## config.mk

```make
export PLATFORM = sky130hd
export DESIGN_NAME = gate_op_arbiter
export DESIGN_NICKNAME = d
export VERILOG_FILES = /design/src/rtl/gate_op_arbiter.sv
export SDC_FILE = /design/constraint.sdc
export NUM_CORES = 1
export LEC_CHECK = 0
export ABC_CLOCK_PERIOD_IN_PS = 4100
export CAP_MARGIN = 20
export CORE_UTILIZATION = 51
export DETAILED_ROUTE_END_ITERATION = 8
export GPL_TIMING_DRIVEN = 0
export PLACE_DENSITY = 0.86
export SYNTH_ARGS = -nofsm -noshare
export SYNTH_HDL_FRONTEND = slang
export SYNTH_SLANG_ARGS = --single-unit
```

## constraint.sdc

```tcl
create_clock -name clk -period 4.1 [get_ports clk]
set_input_delay 0.615 -clock clk [delete_from_list [all_inputs] [get_ports clk]]
set_output_delay 0.615 -clock clk [all_outputs]
set_load 0.05 [all_outputs]
```

## src/rtl/gate_op_arbiter.sv

```systemverilog
`default_nettype none
// ============================================================================
//  Module   : gate_op_arbiter
//  Purpose  : Two-requester round-robin front end to one registered bitwise
//             logic unit (AND/OR/NOT/NAND/NOR/XOR/XNOR) with a one-entry
//             result register and saturating per-requester accept counters.
//  Revision : 1.0  initial release
// ============================================================================
module gate_op_arbiter #(
   parameter int WIDTH = 4,
   parameter int CNT_W = 8
) (
   input  logic             clk,
   input  logic             rst,
   input  logic             req0_valid,
   output logic             req0_ready,
   input  logic [2:0]       req0_op,
   input  logic [WIDTH-1:0] req0_a,
   input  logic [WIDTH-1:0] req0_b,
   input  logic             req1_valid,
   output logic             req1_ready,
   input  logic [2:0]       req1_op,
   input  logic [WIDTH-1:0] req1_a,
   input  logic [WIDTH-1:0] req1_b,
   output logic             res_valid,
   input  logic             res_ready,
   output logic [WIDTH-1:0] res_data,
   output logic             res_id,
   output logic             res_err,
   output logic [CNT_W-1:0] cnt0,
   output logic [CNT_W-1:0] cnt1
);

   localparam logic [2:0]       OP_AND     = 3'd0;
   localparam logic [2:0]       OP_OR      = 3'd1;
   localparam logic [2:0]       OP_NOT     = 3'd2;
   localparam logic [2:0]       OP_NAND    = 3'd3;
   localparam logic [2:0]       OP_NOR     = 3'd4;
   localparam logic [2:0]       OP_XOR     = 3'd5;
   localparam logic [2:0]       OP_XNOR    = 3'd6;
   localparam logic [2:0]       OP_ILLEGAL = 3'd7;
   localparam logic [CNT_W-1:0] CNT_MAX    = {CNT_W{1'b1}};

   typedef enum logic [0:0] {
      SLOT_EMPTY = 1'b0,
      SLOT_FULL  = 1'b1
   } slot_t;

   slot_t            slot_q, slot_d;
   logic [WIDTH-1:0] res_data_q, res_data_d;
   logic             res_id_q, res_id_d;
   logic             res_err_q, res_err_d;
   logic             ptr_q, ptr_d;
   logic [CNT_W-1:0] cnt0_q, cnt0_d;
   logic [CNT_W-1:0] cnt1_q, cnt1_d;

   logic             slot_free;
   logic             grant;
   logic             acc0;
   logic             acc1;
   logic [2:0]       sel_op;
   logic [WIDTH-1:0] sel_a;
   logic [WIDTH-1:0] sel_b;
   logic [WIDTH-1:0] alu_y;

   // Round-robin grant: a lone requester wins, a tie goes to the pointer.
   always_comb begin
      slot_free  = (slot_q == SLOT_EMPTY) || res_ready;
      grant      = (req0_valid && req1_valid) ? ptr_q : req1_valid;
      req0_ready = slot_free && !grant && !rst;
      req1_ready = slot_free &&  grant && !rst;
      acc0       = req0_valid && req0_ready;
      acc1       = req1_valid && req1_ready;
   end

   // Operand steering and the shared bitwise logic unit.
   always_comb begin
      sel_op = grant ? req1_op : req0_op;
      sel_a  = grant ? req1_a  : req0_a;
      sel_b  = grant ? req1_b  : req0_b;
      case (sel_op)
         OP_AND:  alu_y = sel_a & sel_b;
         OP_OR:   alu_y = sel_a | sel_b;
         OP_NOT:  alu_y = ~sel_a;
         OP_NAND: alu_y = ~(sel_a & sel_b);
         OP_NOR:  alu_y = ~(sel_a | sel_b);
         OP_XOR:  alu_y = sel_a ^ sel_b;
         OP_XNOR: alu_y = ~(sel_a ^ sel_b);
         default: alu_y = '0;
      endcase
   end

   // Next-state: load on accept, otherwise empty the slot when drained.
   always_comb begin
      slot_d     = slot_q;
      res_data_d = res_data_q;
      res_id_d   = res_id_q;
      res_err_d  = res_err_q;
      ptr_d      = ptr_q;
      cnt0_d     = cnt0_q;
      cnt1_d     = cnt1_q;
      if (acc0 || acc1) begin
         slot_d     = SLOT_FULL;
         res_data_d = alu_y;
         res_id_d   = acc1;
         res_err_d  = (sel_op == OP_ILLEGAL);
         ptr_d      = !acc1;
      end else if ((slot_q == SLOT_FULL) && res_ready) begin
         slot_d = SLOT_EMPTY;
      end
      if (acc0 && (cnt0_q != CNT_MAX)) begin
         cnt0_d = cnt0_q + 1'b1;
      end
      if (acc1 && (cnt1_q != CNT_MAX)) begin
         cnt1_d = cnt1_q + 1'b1;
      end
   end

   // State registers; reset drops any held result and re-favours requester 0.
   always_ff @(posedge clk) begin
      if (rst) begin
         slot_q     <= SLOT_EMPTY;
         res_data_q <= '0;
         res_id_q   <= 1'b0;
         res_err_q  <= 1'b0;
         ptr_q      <= 1'b0;
         cnt0_q     <= '0;
         cnt1_q     <= '0;
      end else begin
         slot_q     <= slot_d;
         res_data_q <= res_data_d;
         res_id_q   <= res_id_d;
         res_err_q  <= res_err_d;
         ptr_q      <= ptr_d;
         cnt0_q     <= cnt0_d;
         cnt1_q     <= cnt1_d;
      end
   end

   assign res_valid = (slot_q == SLOT_FULL);
   assign res_data  = res_data_q;
   assign res_id    = res_id_q;
   assign res_err   = res_err_q;
   assign cnt0      = cnt0_q;
   assign cnt1      = cnt1_q;

   // Requesters must hold a pending operation unchanged until it is taken.
   a_hold0: assert property (@(posedge clk) disable iff (rst)
      (req0_valid && !req0_ready) |=>
      (req0_valid && $stable(req0_op) && $stable(req0_a) && $stable(req0_b)));

   a_hold1: assert property (@(posedge clk) disable iff (rst)
      (req1_valid && !req1_ready) |=>
      (req1_valid && $stable(req1_op) && $stable(req1_a) && $stable(req1_b)));

endmodule
`default_nettype wire

```

== Word-level counts from Yosys, hierarchy flattened ==
Index checks and enable logic that the tools add are counted.

* Output and inout bits: 25
* Bits in registers: 24
* Bits of input ports: 27
* Word-level logic and storage cells: 50

* Equality and inequality tests: 9
* Multiplexer cells: 7
* Bitwise operators: 8
* Reduce and logical (&&, ||, !) cells: 17
* Add/sub/neg operators: 2

{| class="wikitable"
|+ Operators by type and width
! operator !! count
|-
| case mux 4 bit (7 select lines) || 1
|-
| adder 8 x 1 -> 8 bit (second input constant) || 2
|-
| inequality test 8 bit (second input constant) || 2
|-
| NOT 4 bit || 4
|-
| equality test 3 bit (second input constant) || 4
|-
| logical AND 1 bit || 10
|-
| two-way mux 4 bit || 2
|-
| equality test 3 x 2 -> 1 bit (second input constant) || 2
|-
| bitwise AND 4 bit || 1
|-
| bitwise OR 4 bit || 1
|-
| bitwise XOR 4 bit || 1
|-
| equality test 3 x 1 -> 1 bit (second input constant) || 1
|-
| logical NOT 1 bit || 3
|-
| logical NOT 3 bit || 1
|-
| two-way mux 1 bit || 3
|-
| two-way mux 3 bit || 1
|-
| logical OR 1 bit || 2
|-
| nonzero test 2 bit || 1
|-
| NOT 1 bit || 1
|}

== Longest topological paths before layout ==
Gate-level depths: netlist (run 1).

* Word-level depth: 8
* Depth in mapped cells: 12
* Mapped depth without buffers: 10

== Worst setup path before layout (run 1) ==
No wires, ideal clock.

* Path kind: in2reg
* Start: in req1_valid
* End: reg res_data_q[0], in the netlist res_data[0]
* Stages: 11
* Required time: 4.026 ns
* Buffers on the path: 2
* Library setup time: 0.074 ns
* Path slack: 1.638 ns
* Data arrival time: 2.388 ns
* Cells stage by stage: inv_2 > a21o_1 > buf_6 > clkbuf_1 > mux2i_1 > inv_1 > ha_1 > o221ai_1 > nor2_1 > a211o_1 > a31oi_1

* Longest elaborated chain between the ends: 7
* Elaborated cells on any way between the ends: 28
* Those cells by class: eq/ne: 6; mux: 5; bitwise: 7; reduce/logical: 10

{| class="wikitable"
|+ Ends and longest elaborated chain
! what !! RTL line !! source
|-
| start: declaration || 20 || <nowiki>input logic req1_valid,</nowiki>
|-
| branches (longest 7 deep; another with case mux 4 bit (7 select lines)) || n/a ||
|-
| end signal: assignment || 131 || <nowiki>res_data_q <= res_data_d;</nowiki>
|-
| end: declaration || 50 || <nowiki>logic [WIDTH-1:0] res_data_q, res_data_d;</nowiki>
|}

Parallel ways; which one is timed is not known.
A chain may end at the register's enable or synchronous reset.

== Final worst setup path (run 1) ==
* Start: in req0_valid
* End: out req1_ready

* Longest elaborated chain between the ends: 4

{| class="wikitable"
|+ Ends and longest elaborated chain
! what !! RTL line !! source
|-
| start: declaration || 15 || <nowiki>input logic req0_valid,</nowiki>
|-
| logical AND 1 bit || 69 || <nowiki>grant = (req0_valid && req1_valid) ? ptr_q : req1_valid;</nowiki>
|-
| two-way mux 1 bit || 69 ||
|-
| logical AND 1 bit (2 in series) || 71 || <nowiki>req1_ready = slot_free && grant && !rst;</nowiki>
|-
| end: declaration || 21 || <nowiki>output logic req1_ready,</nowiki>
|}

No other way between the ends.

==> impl_metrics.prom, run 1 <==
# TYPE chip_impl_metric gauge
chip_impl_info{name="run_status",value="complete, no violations"} 1
chip_impl_metric{name="grt_pass1_vias",unit=""} 1580
chip_impl_metric{name="clockBufferDepth",unit=""} 2
chip_impl_metric{name="p_total",unit="mW"} 0.554
chip_impl_metric{name="post_route_cells_drive_above_1_share",unit="%"} 4.04
chip_impl_metric{name="grt_pass1_wl",unit="um"} 7250
chip_impl_metric{name="synth_area_per_cell",unit="um2"} 7.79
chip_impl_metric{name="detailroute.via_count",unit=""} 1812
chip_impl_metric{name="floorplan.die_area",unit="um2"} 3600
chip_impl_metric{name="arrival",unit="ps"} 2850
chip_impl_info{name="tritoncts",value="done"} 1
chip_impl_info{name="critical-path-top-delay-family",value="buffers and inverters"} 1
chip_impl_metric{name="synthesis.instances",unit=""} 220
chip_impl_metric{name="post_synth_instance_area",unit="um2"} 1710
chip_impl_metric{name="post_drt_wl_per_cell",unit="um"} 13.9
chip_impl_metric{name="die_x",unit="um"} 60.0
chip_impl_metric{name="setup_viol",unit=""} 0
chip_impl_metric{name="grt_overflow",unit=""} 0
chip_impl_metric{name="fin_nets",unit=""} 311
chip_impl_metric{name="internal_power",unit="mW"} 0.364
chip_impl_metric{name="cts.sinks",unit=""} 24
chip_impl_metric{name="cellPowerDensity",unit="nW/um2"} 243
chip_impl_metric{name="synth_nets",unit=""} 257
chip_impl_metric{name="grt.total_usage",unit="%"} 26.7
chip_impl_metric{name="area_growth_syn_to_layout",unit="%"} 33.1
chip_impl_metric{name="max_clock_freq",unit="MHz"} 289
chip_impl_info{name="hold_path.class",value="reg2reg"} 1
chip_impl_metric{name="cts_setup_buffers",unit=""} 0
chip_impl_metric{name="htree_num_levels",unit=""} 1
chip_impl_metric{name="io_buffer_count",unit=""} 49
chip_impl_metric{name="tritoncts_buffer_count",unit=""} 3
chip_impl_info{name="worstPathCellList",value="clkdlybuf4s50_1 > a21o_1 > buf_6 > clkbuf_1 > nor2_1 > clkdlybuf4s50_1"} 1
chip_impl_metric{name="largest_fanout_on_the_critical_path",unit=""} 10
chip_impl_info{name="cp-end-kind",value="primary output"} 1
chip_impl_info{name="worst-setup-path-type",value="in2out"} 1
chip_impl_info{name="cts-root-buf",value="sky130_fd_sc_hd__clkbuf_4"} 1
chip_impl_metric{name="worst-slew-pin-transition",unit="ps"} 802
chip_impl_metric{name="num_io_pins",unit=""} 52
chip_impl_metric{name="core.rowCount",unit=""} 20
chip_impl_metric{name="critical_path_buffers_and_inverters",unit=""} 4
chip_impl_metric{name="p_clk_share",unit="%"} 18.3
chip_impl_metric{name="cellLeakagePower",unit="nW"} 0.933
chip_impl_metric{name="grt_start_max_net_pins",unit=""} 13
chip_impl_metric{name="hold_slack",unit="ps"} 512
chip_impl_metric{name="register_bit_total_from_synthesis",unit=""} 24
chip_impl_metric{name="timing.final.max_slew_violations",unit=""} 0
chip_impl_metric{name="placed_area",unit="um2"} 2260
chip_impl_metric{name="antenna_found_initial",unit=""} 0
chip_impl_metric{name="detail_route.first_pass.iterations",unit=""} 7
chip_impl_metric{name="drv.max_cap_violation_count",unit=""} 0
chip_impl_metric{name="combPwrFrac",unit="%"} 37.0
chip_impl_metric{name="drt-initial-drc-count",unit=""} 186
chip_impl_metric{name="cts_repair_resize_count",unit=""} 0
chip_impl_metric{name="gp_routability_congestion",unit=""} 0.888
chip_impl_metric{name="hold_buffer_count_at_cts",unit=""} 0
chip_impl_info{name="worst_path_most_repeated_cell",value="sky130_fd_sc_hd__clkdlybuf4s50_1"} 1
chip_impl_metric{name="final-hold-violation-count",unit=""} 0
chip_impl_metric{name="antenna_left",unit=""} 0
chip_impl_metric{name="final.period_utilization",unit="%"} 84.4
chip_impl_metric{name="synth_sequential_area_ratio",unit="%"} 28.0
chip_impl_metric{name="worst_case_vdd_ir_drop",unit="V"} 0.000205
chip_impl_metric{name="minimum_clock_period_after_layout",unit="ps"} 3460
chip_impl_metric{name="drt-vias-per-instance",unit=""} 5.73
chip_impl_metric{name="clk_pin_slew_worst_paths",unit="ps"} 120
chip_impl_metric{name="place.detailed.hpwl",unit="um"} 3290
chip_impl_metric{name="synth-async-reset-ratio",unit="%"} 0
chip_impl_info{name="synthFlopType",value="sky130_fd_sc_hd__dfxtp_1"} 1
chip_impl_metric{name="core_region_area",unit="um2"} 3130
chip_impl_metric{name="switchingPower",unit="mW"} 0.190
chip_impl_metric{name="post_synth_num_cell_types",unit=""} 40
chip_impl_metric{name="worstPathRequired",unit="ps"} 3480
chip_impl_metric{name="initial_utilization",unit="%"} 54.8
chip_impl_metric{name="clk-insertion-delay-late",unit="ps"} 310
chip_impl_metric{name="sw_frac_of_total",unit="%"} 34.4
chip_impl_metric{name="setup-tns-final",unit="ps"} 0
chip_impl_metric{name="stdcell_area",unit="um2"} 2280
chip_impl_metric{name="final.fill_count",unit=""} 264
chip_impl_metric{name="route.final.wire_length",unit="um"} 4380
chip_impl_info{name="rsz_0062_raised_after_global_routing",value="false"} 1
chip_impl_metric{name="clock_skew",unit="ps"} 3.82
chip_impl_metric{name="critical_path_max_stage_delay",unit="ps"} 720
chip_impl_metric{name="sequential_group_share_of_total_power",unit="%"} 44.7
chip_impl_metric{name="timing.slew.headroom",unit="%"} 45.8
chip_impl_metric{name="synth_enable_flop_cells",unit=""} 0
chip_impl_info{name="crit_path_start_kind",value="primary input"} 1
chip_impl_info{name="crit_path_top_delay_cell",value="sky130_fd_sc_hd__clkdlybuf4s50_1"} 1
chip_impl_metric{name="antenna_cells",unit=""} 0
chip_impl_metric{name="die_h",unit="um"} 60.0
chip_impl_metric{name="synthesis.yosys.warnings",unit=""} 0
chip_impl_metric{name="detail_route.drc_violations",unit=""} 0
[through the flow]
step	worst slack (ps)	utilization, %	instances
2_1_floorplan	1640	-	220
3_3_place_gp	676	72.2	313
3_5_place_dp	686	72.2	313
4_1_cts	676	73.0	316
5_1_grt	553	73.0	316
6_report	640	73.0	316
[cells in the mapped netlist (all sizes together), types with 4 or more instances]
library cell  count  area share, %
a21oi             8            2.3
and3              4            1.5
clkbuf            9            2.0
dfxtp            24             28
ha               10            7.3
inv              11            2.4
mux2i            10            5.8
nand2            28            6.1
nand2b            7            2.7
nand3             5            1.5
nand4             6            2.2
nor2             33            7.2
nor3              4            1.2
o21ai             7            2.0
o221ai            6            3.1
o22ai             4            1.5
xnor2             4            2.0
xor2              9            4.6
[final cells by class]
cell class | count | area [um2] | area share [%]
Sequential cell | 24 | 480 | 21.1
Multi-Input combinational cell | 175 | 1150 | 50.3
Inverter | 11 | 41.3 | 1.81
Clock buffer | 3 | 22.5 | 0.987
Tap cell | 44 | 55.1 | 2.41
Buffer | 10 | 45.0 | 1.97
Timing Repair Buffer | 49 | 490 | 21.5
[per-layer routing]
metal / GRT usage, % / wire length, um / vias to the layer above
li1: - / - / 890
met1: 38.7 / 2040 / 840
met2: 39.5 / 2000 / 80
met3: 5.63 / 321 / 2
met4: 7.64 / 19 / 0
met5: 0 / 0 / -
[sequential cells by signal, indices dropped and copies added, names as in the netlist]
name       cells
cnt1           8
res_data       4
res_id         1
ptr_q          1
res_err        1
res_valid      1
cnt0           8
[tightest hold or removal path, delay by kind of cell (launching register included)]
kind            cells  cell delay [ps]
compound gates      1               50
flops               1              360
simple gates        1               70
[power by group through the flow]
| stage | logic (mW) | clock network, mW | registers [mW] |
|---|---|---|---|
| after floorplan | 0.107 | 0 | 0.278 |
| after global placement | 0.198 | 0 | 0.253 |
| after detailed placement | 0.201 | 0 | 0.253 |
| after CTS | 0.202 | 0.106 | 0.248 |
| after global routing | 0.220 | 0.112 | 0.250 |
| final | 0.205 | 0.101 | 0.248 |
[layout by cell type (no fill, tap or decap), types with 3 or more instances in the layout]
cell	Yosys	routed
sky130_fd_sc_hd__nor3_1	4	4
sky130_fd_sc_hd__o221ai_1	6	6
sky130_fd_sc_hd__clkbuf_4	0	3
sky130_fd_sc_hd__nand2b_1	6	6
sky130_fd_sc_hd__a211o_1	3	3
sky130_fd_sc_hd__a2bb2oi_1	3	3
sky130_fd_sc_hd__mux2i_1	10	10
sky130_fd_sc_hd__xor2_1	9	9
sky130_fd_sc_hd__ha_1	10	10
sky130_fd_sc_hd__o22ai_1	4	4
sky130_fd_sc_hd__inv_1	10	10
sky130_fd_sc_hd__nand2_1	28	28
sky130_fd_sc_hd__a22o_1	3	3
sky130_fd_sc_hd__xnor2_1	4	4
sky130_fd_sc_hd__o21ai_0	7	7
sky130_fd_sc_hd__a222oi_1	3	3
sky130_fd_sc_hd__nor2_1	33	33
sky130_fd_sc_hd__nand4_1	6	6
sky130_fd_sc_hd__nand3_1	5	5
sky130_fd_sc_hd__a21oi_1	8	8
sky130_fd_sc_hd__and3_1	4	4
sky130_fd_sc_hd__clkdlybuf4s50_1	0	49
sky130_fd_sc_hd__a31oi_1	3	3
sky130_fd_sc_hd__clkbuf_1	9	9
sky130_fd_sc_hd__dfxtp_1	24	24
[cells by family (layout without fill, tap and decap cells)]
group | count (synthesis) | after routing | synth area share, %
AOI/OAI and AO/OA | 48 | 48 | 21.4
xor gates and xnor gates | 13 | 13 | 6.64
and+or+nand+nor | 93 | 93 | 24.9
DFF | 24 | 24 | 28.0
adders and majority gates | 10 | 10 | 7.30
muxes | 11 | 11 | 6.72
buffers and inverters | 21 | 73 | 5.04
[path summary, 6_finish.rpt]
kind              slack (ps)                        to  depth (start not counted)            startpoint
setup / recovery         640                req1_ready                          6            req0_valid
hold / removal           510      cnt1[1]$_SDFFE_PP0P_                          2  cnt1[1]$_SDFFE_PP0P_
setup reg to reg        1390  res_data[0]$_SDFFE_PP0P_                         11    ptr_q$_SDFFE_PP0P_
hold reg to reg          510      cnt1[1]$_SDFFE_PP0P_                          2  cnt1[1]$_SDFFE_PP0P_
(Power assumes the default switching activity.)
==> inputs of run 2 (changes only) <==
==> config.mk (replaced) <==
export PLATFORM = sky130hd
export DESIGN_NAME = gate_op_arbiter
export DESIGN_NICKNAME = d
export VERILOG_FILES = /design/src/rtl/gate_op_arbiter.sv
export SDC_FILE = /design/constraint.sdc
export NUM_CORES = 1
export LEC_CHECK = 0
export ABC_CLOCK_PERIOD_IN_PS = 3000
export CAP_MARGIN = 20
export CORE_UTILIZATION = 42
export DETAILED_ROUTE_END_ITERATION = 8
export GPL_TIMING_DRIVEN = 0
export PLACE_DENSITY = 0.76
export SYNTH_ARGS = -nofsm -noshare
export SYNTH_HDL_FRONTEND = slang
export SYNTH_SLANG_ARGS = --single-unit
==> constraint.sdc (replaced) <==
create_clock -name clk -period 3 [get_ports clk]
set_input_delay 0.45 -clock clk [delete_from_list [all_inputs] [get_ports clk]]
set_output_delay 0.45 -clock clk [all_outputs]
set_load 0.05 [all_outputs]
==> impl_metrics.prom, run 2 (synthesized netlist as in run 1, its figures left out) <==
# TYPE chip_impl_metric gauge
chip_impl_metric{name="drt-initial-drc-count",unit=""} 155
chip_impl_info{name="worst-setup-path-type",value="in2out"} 1
chip_impl_metric{name="multi_input_comb_area",unit="um2"} 1150
chip_impl_metric{name="hold_buffer_count_at_cts",unit=""} 0
chip_impl_info{name="tritoncts",value="done"} 1
chip_impl_metric{name="post_route_cells_drive_above_1_share",unit="%"} 4.78
chip_impl_metric{name="stdcell_area",unit="um2"} 2310
chip_impl_metric{name="utilization",unit="%"} 60.7
chip_impl_metric{name="final.period_utilization",unit="%"} 95.2
chip_impl_metric{name="place.detailed.hpwl",unit="um"} 3280
chip_impl_metric{name="placed_area",unit="um2"} 2260
chip_impl_metric{name="clk-insertion-delay-late",unit="ps"} 270
chip_impl_metric{name="grt_pass1_vias",unit=""} 1524
chip_impl_metric{name="p_total",unit="mW"} 0.805
chip_impl_metric{name="wl_met3",unit="um"} 288
chip_impl_metric{name="minimum_clock_period_after_layout",unit="ps"} 2860
chip_impl_metric{name="timing.final.max_slew_violations",unit=""} 0
chip_impl_metric{name="arrival",unit="ps"} 2410
chip_impl_metric{name="core.rowCount",unit=""} 22
chip_impl_metric{name="clock_skew",unit="ps"} 7.16
chip_impl_metric{name="antenna_left",unit=""} 0
chip_impl_metric{name="fin_nets",unit=""} 311
chip_impl_info{name="hold_path.class",value="reg2reg"} 1
chip_impl_metric{name="detail_route.first_pass.iterations",unit=""} 5
chip_impl_metric{name="critical_path_buffers_and_inverters",unit=""} 4
chip_impl_metric{name="detailroute.via_count",unit=""} 1798
chip_impl_metric{name="htree_num_levels",unit=""} 1
chip_impl_metric{name="met2RoutedLength",unit="um"} 2000
chip_impl_info{name="critical-path-top-delay-family",value="buffers and inverters"} 1
chip_impl_metric{name="tritoncts_buffer_count",unit=""} 3
chip_impl_metric{name="antenna_found_initial",unit=""} 0
chip_impl_info{name="critPathLaunch",value="req1_valid"} 1
chip_impl_info{name="cp-end-kind",value="primary output"} 1
chip_impl_metric{name="largest_fanout_on_the_critical_path",unit=""} 10
chip_impl_info{name="crit_path_start_kind",value="primary input"} 1
chip_impl_metric{name="worst_case_vdd_ir_drop",unit="V"} 0.000276
chip_impl_metric{name="detail_route.drc_violations",unit=""} 0
chip_impl_metric{name="route.final.wire_length",unit="um"} 4300
chip_impl_metric{name="critical_path_max_stage_delay",unit="ps"} 710
chip_impl_info{name="worst_path_most_repeated_cell",value="sky130_fd_sc_hd__clkdlybuf4s50_1"} 1
chip_impl_metric{name="die_x",unit="um"} 65.9
chip_impl_metric{name="drv.max_cap_violation_count",unit=""} 0
chip_impl_metric{name="num_io_pins",unit=""} 52
chip_impl_metric{name="die_h",unit="um"} 65.9
chip_impl_metric{name="grt_pass1_wl",unit="um"} 6830
chip_impl_metric{name="cellPowerDensity",unit="nW/um2"} 349
chip_impl_info{name="rsz_0062_raised_after_global_routing",value="false"} 1
chip_impl_metric{name="final.fill_count",unit=""} 367
chip_impl_metric{name="worst-slew-pin-transition",unit="ps"} 841
chip_impl_metric{name="cts.sinks",unit=""} 24
chip_impl_info{name="mostFrequentLayoutCell",value="sky130_fd_sc_hd__clkdlybuf4s50_1"} 1
chip_impl_info{name="min_delay_src",value="cnt1[1]$_SDFFE_PP0P_"} 1
chip_impl_metric{name="timing.slew.headroom",unit="%"} 43.2
chip_impl_metric{name="clockBufferDepth",unit=""} 2
chip_impl_metric{name="worstPathRequired",unit="ps"} 2550
chip_impl_metric{name="final-hold-violation-count",unit=""} 0
chip_impl_metric{name="grt_start_max_net_pins",unit=""} 13
chip_impl_info{name="layout_common_cells",value="sky130_fd_sc_hd__clkdlybuf4s50_1 (48), sky130_fd_sc_hd__nor2_1 (33), sky130_fd_sc_hd__nand2_1 (28)"} 1
chip_impl_metric{name="area_growth_syn_to_layout",unit="%"} 34.6
chip_impl_metric{name="io_buffer_count",unit=""} 49
chip_impl_info{name="crit_path_top_delay_cell",value="sky130_fd_sc_hd__clkdlybuf4s50_1"} 1
chip_impl_metric{name="antenna_cells",unit=""} 0
chip_impl_metric{name="dp_worst_setup_slack",unit="ps"} -217
chip_impl_info{name="run_status",value="complete, no violations"} 1
chip_impl_metric{name="regArea",unit="um2"} 480
chip_impl_info{name="cts-root-buf",value="sky130_fd_sc_hd__clkbuf_8"} 1
chip_impl_metric{name="drt-vias-per-instance",unit=""} 5.62
chip_impl_metric{name="initial_utilization",unit="%"} 45.1
chip_impl_metric{name="clk_pin_slew_worst_paths",unit="ps"} 80
chip_impl_metric{name="post_drt_wl_per_cell",unit="um"} 13.4
chip_impl_info{name="worstReg2RegStart",value="ptr_q$_SDFFE_PP0P_"} 1
chip_impl_metric{name="drt-met1-wl",unit="um"} 1990
chip_impl_metric{name="core_region_area",unit="um2"} 3800
chip_impl_metric{name="gp_routability_congestion",unit=""} 0.905
chip_impl_info{name="route.top_layer_used",value="met4"} 1
chip_impl_info{name="worstPathCellList",value="clkdlybuf4s50_1 > inv_2 > a21oi_1 > clkbuf_2 > nor2_1 > clkdlybuf4s50_1"} 1
chip_impl_metric{name="grt.total_usage",unit="%"} 20.0
chip_impl_metric{name="setup_slack",unit="ps"} 144
chip_impl_metric{name="cellLeakagePower",unit="nW"} 0.951
chip_impl_metric{name="max_clock_freq",unit="MHz"} 350
chip_impl_metric{name="grt_overflow",unit=""} 0
chip_impl_metric{name="setup_viol",unit=""} 0
chip_impl_metric{name="floorplan.die_area",unit="um2"} 4340
==> run 2: stage by stage <==
step	setup TNS, ps	instances	hold slack [ps]
finish	0	320	494
global placement	-875	317	481
CTS	0	320	503
global route	0	320	528
detailed placement	-944	317	490
floorplan	0	220	496
==> run 2: metal layers <==
metal	up-vias	track usage, %
li1	900	-
met1	804	26.7
met2	90	33.5
met3	4	2.59
met4	0	4.62
met5	-	0
==> run 2: worst register-to-register path: cells and delay by family (launching register included) <==
kind	cells	cell delay, ps
compound gates	4	710
fa+ha+maj	1	310
simple gates	1	60
flops	1	310
buf+inv	4	620
mux	1	290
==> run 2: final cells by class <==
type                    instances  share of cell area, %
well taps                      48                   2.60
multi-input cells             175                   49.7
clock buffers                   3                   1.79
flip-flops and latches         24                   20.8
inverters                      11                   1.79
plain buffers                  10                   2.06
repair buffers                 49                   21.2
==> run 2: path summary, 6_finish.rpt <==
check	end	slack [ps]	cells past startpoint
hold reg to reg	cnt1[1]$_SDFFE_PP0P_	490	2
setup reg to reg	res_data[3]$_SDFFE_PP0P_	630	11
setup / recovery	req0_ready	140	6
hold / removal	cnt1[1]$_SDFFE_PP0P_	490	2
==> run 2: what timing repair did <==
| action | CTS | global route |
|---|---|---|
| hold endpoints to repair | 0 | 0 |
| buffers inserted | 0 | 0 |
| gates cloned | 0 | 0 |
| pin swaps | 0 | 0 |
| setup endpoints to repair | 2 | 4 |
| gates resized for setup | 2 | 2 |
==> run 2: power by group <==
part | internal [mW] | leakage [nW] | switching [mW]
clock network | 0.0899 | 0.0216 | 0.0999
registers | 0.330 | 0.195 | 0.00830
logic | 0.119 | 0.734 | 0.158
total | 0.539 | 0.951 | 0.266
==> inputs of run 3 (changes only) <==
==> config.mk (replaced) <==
export PLATFORM = sky130hd
export DESIGN_NAME = gate_op_arbiter
export DESIGN_NICKNAME = d
export VERILOG_FILES = /design/src/rtl/gate_op_arbiter.sv
export SDC_FILE = /design/constraint.sdc
export NUM_CORES = 1
export LEC_CHECK = 0
export ABC_CLOCK_PERIOD_IN_PS = 3490
export CAP_MARGIN = 20
export CORE_UTILIZATION = 51
export CTS_CLUSTER_DIAMETER = 60
export DETAILED_ROUTE_END_ITERATION = 8
export GPL_TIMING_DRIVEN = 0
export PLACE_DENSITY = 0.86
export SLEW_MARGIN = 30
export SYNTH_ARGS = -nofsm -noshare
export SYNTH_HDL_FRONTEND = slang
export SYNTH_SLANG_ARGS = --single-unit
==> constraint.sdc (replaced) <==
create_clock -name clk -period 3.49 [get_ports clk]
set_input_delay 0.5235 -clock clk [delete_from_list [all_inputs] [get_ports clk]]
set_output_delay 0.5235 -clock clk [all_outputs]
set_load 0.05 [all_outputs]
==> results of run 3 <==
Same layout as run 1 (identical final DEF). Status: complete, no violations.
Main changes from that run: setup slack after placement 686 ps -> 186 ps; setup slack after layout 640 ps -> 213 ps; register-to-register setup slack 1390 ps -> 780 ps; total power 0.554 mW -> 0.651 mW; worst IR drop on VDD 0.000205 V -> 0.000241 V
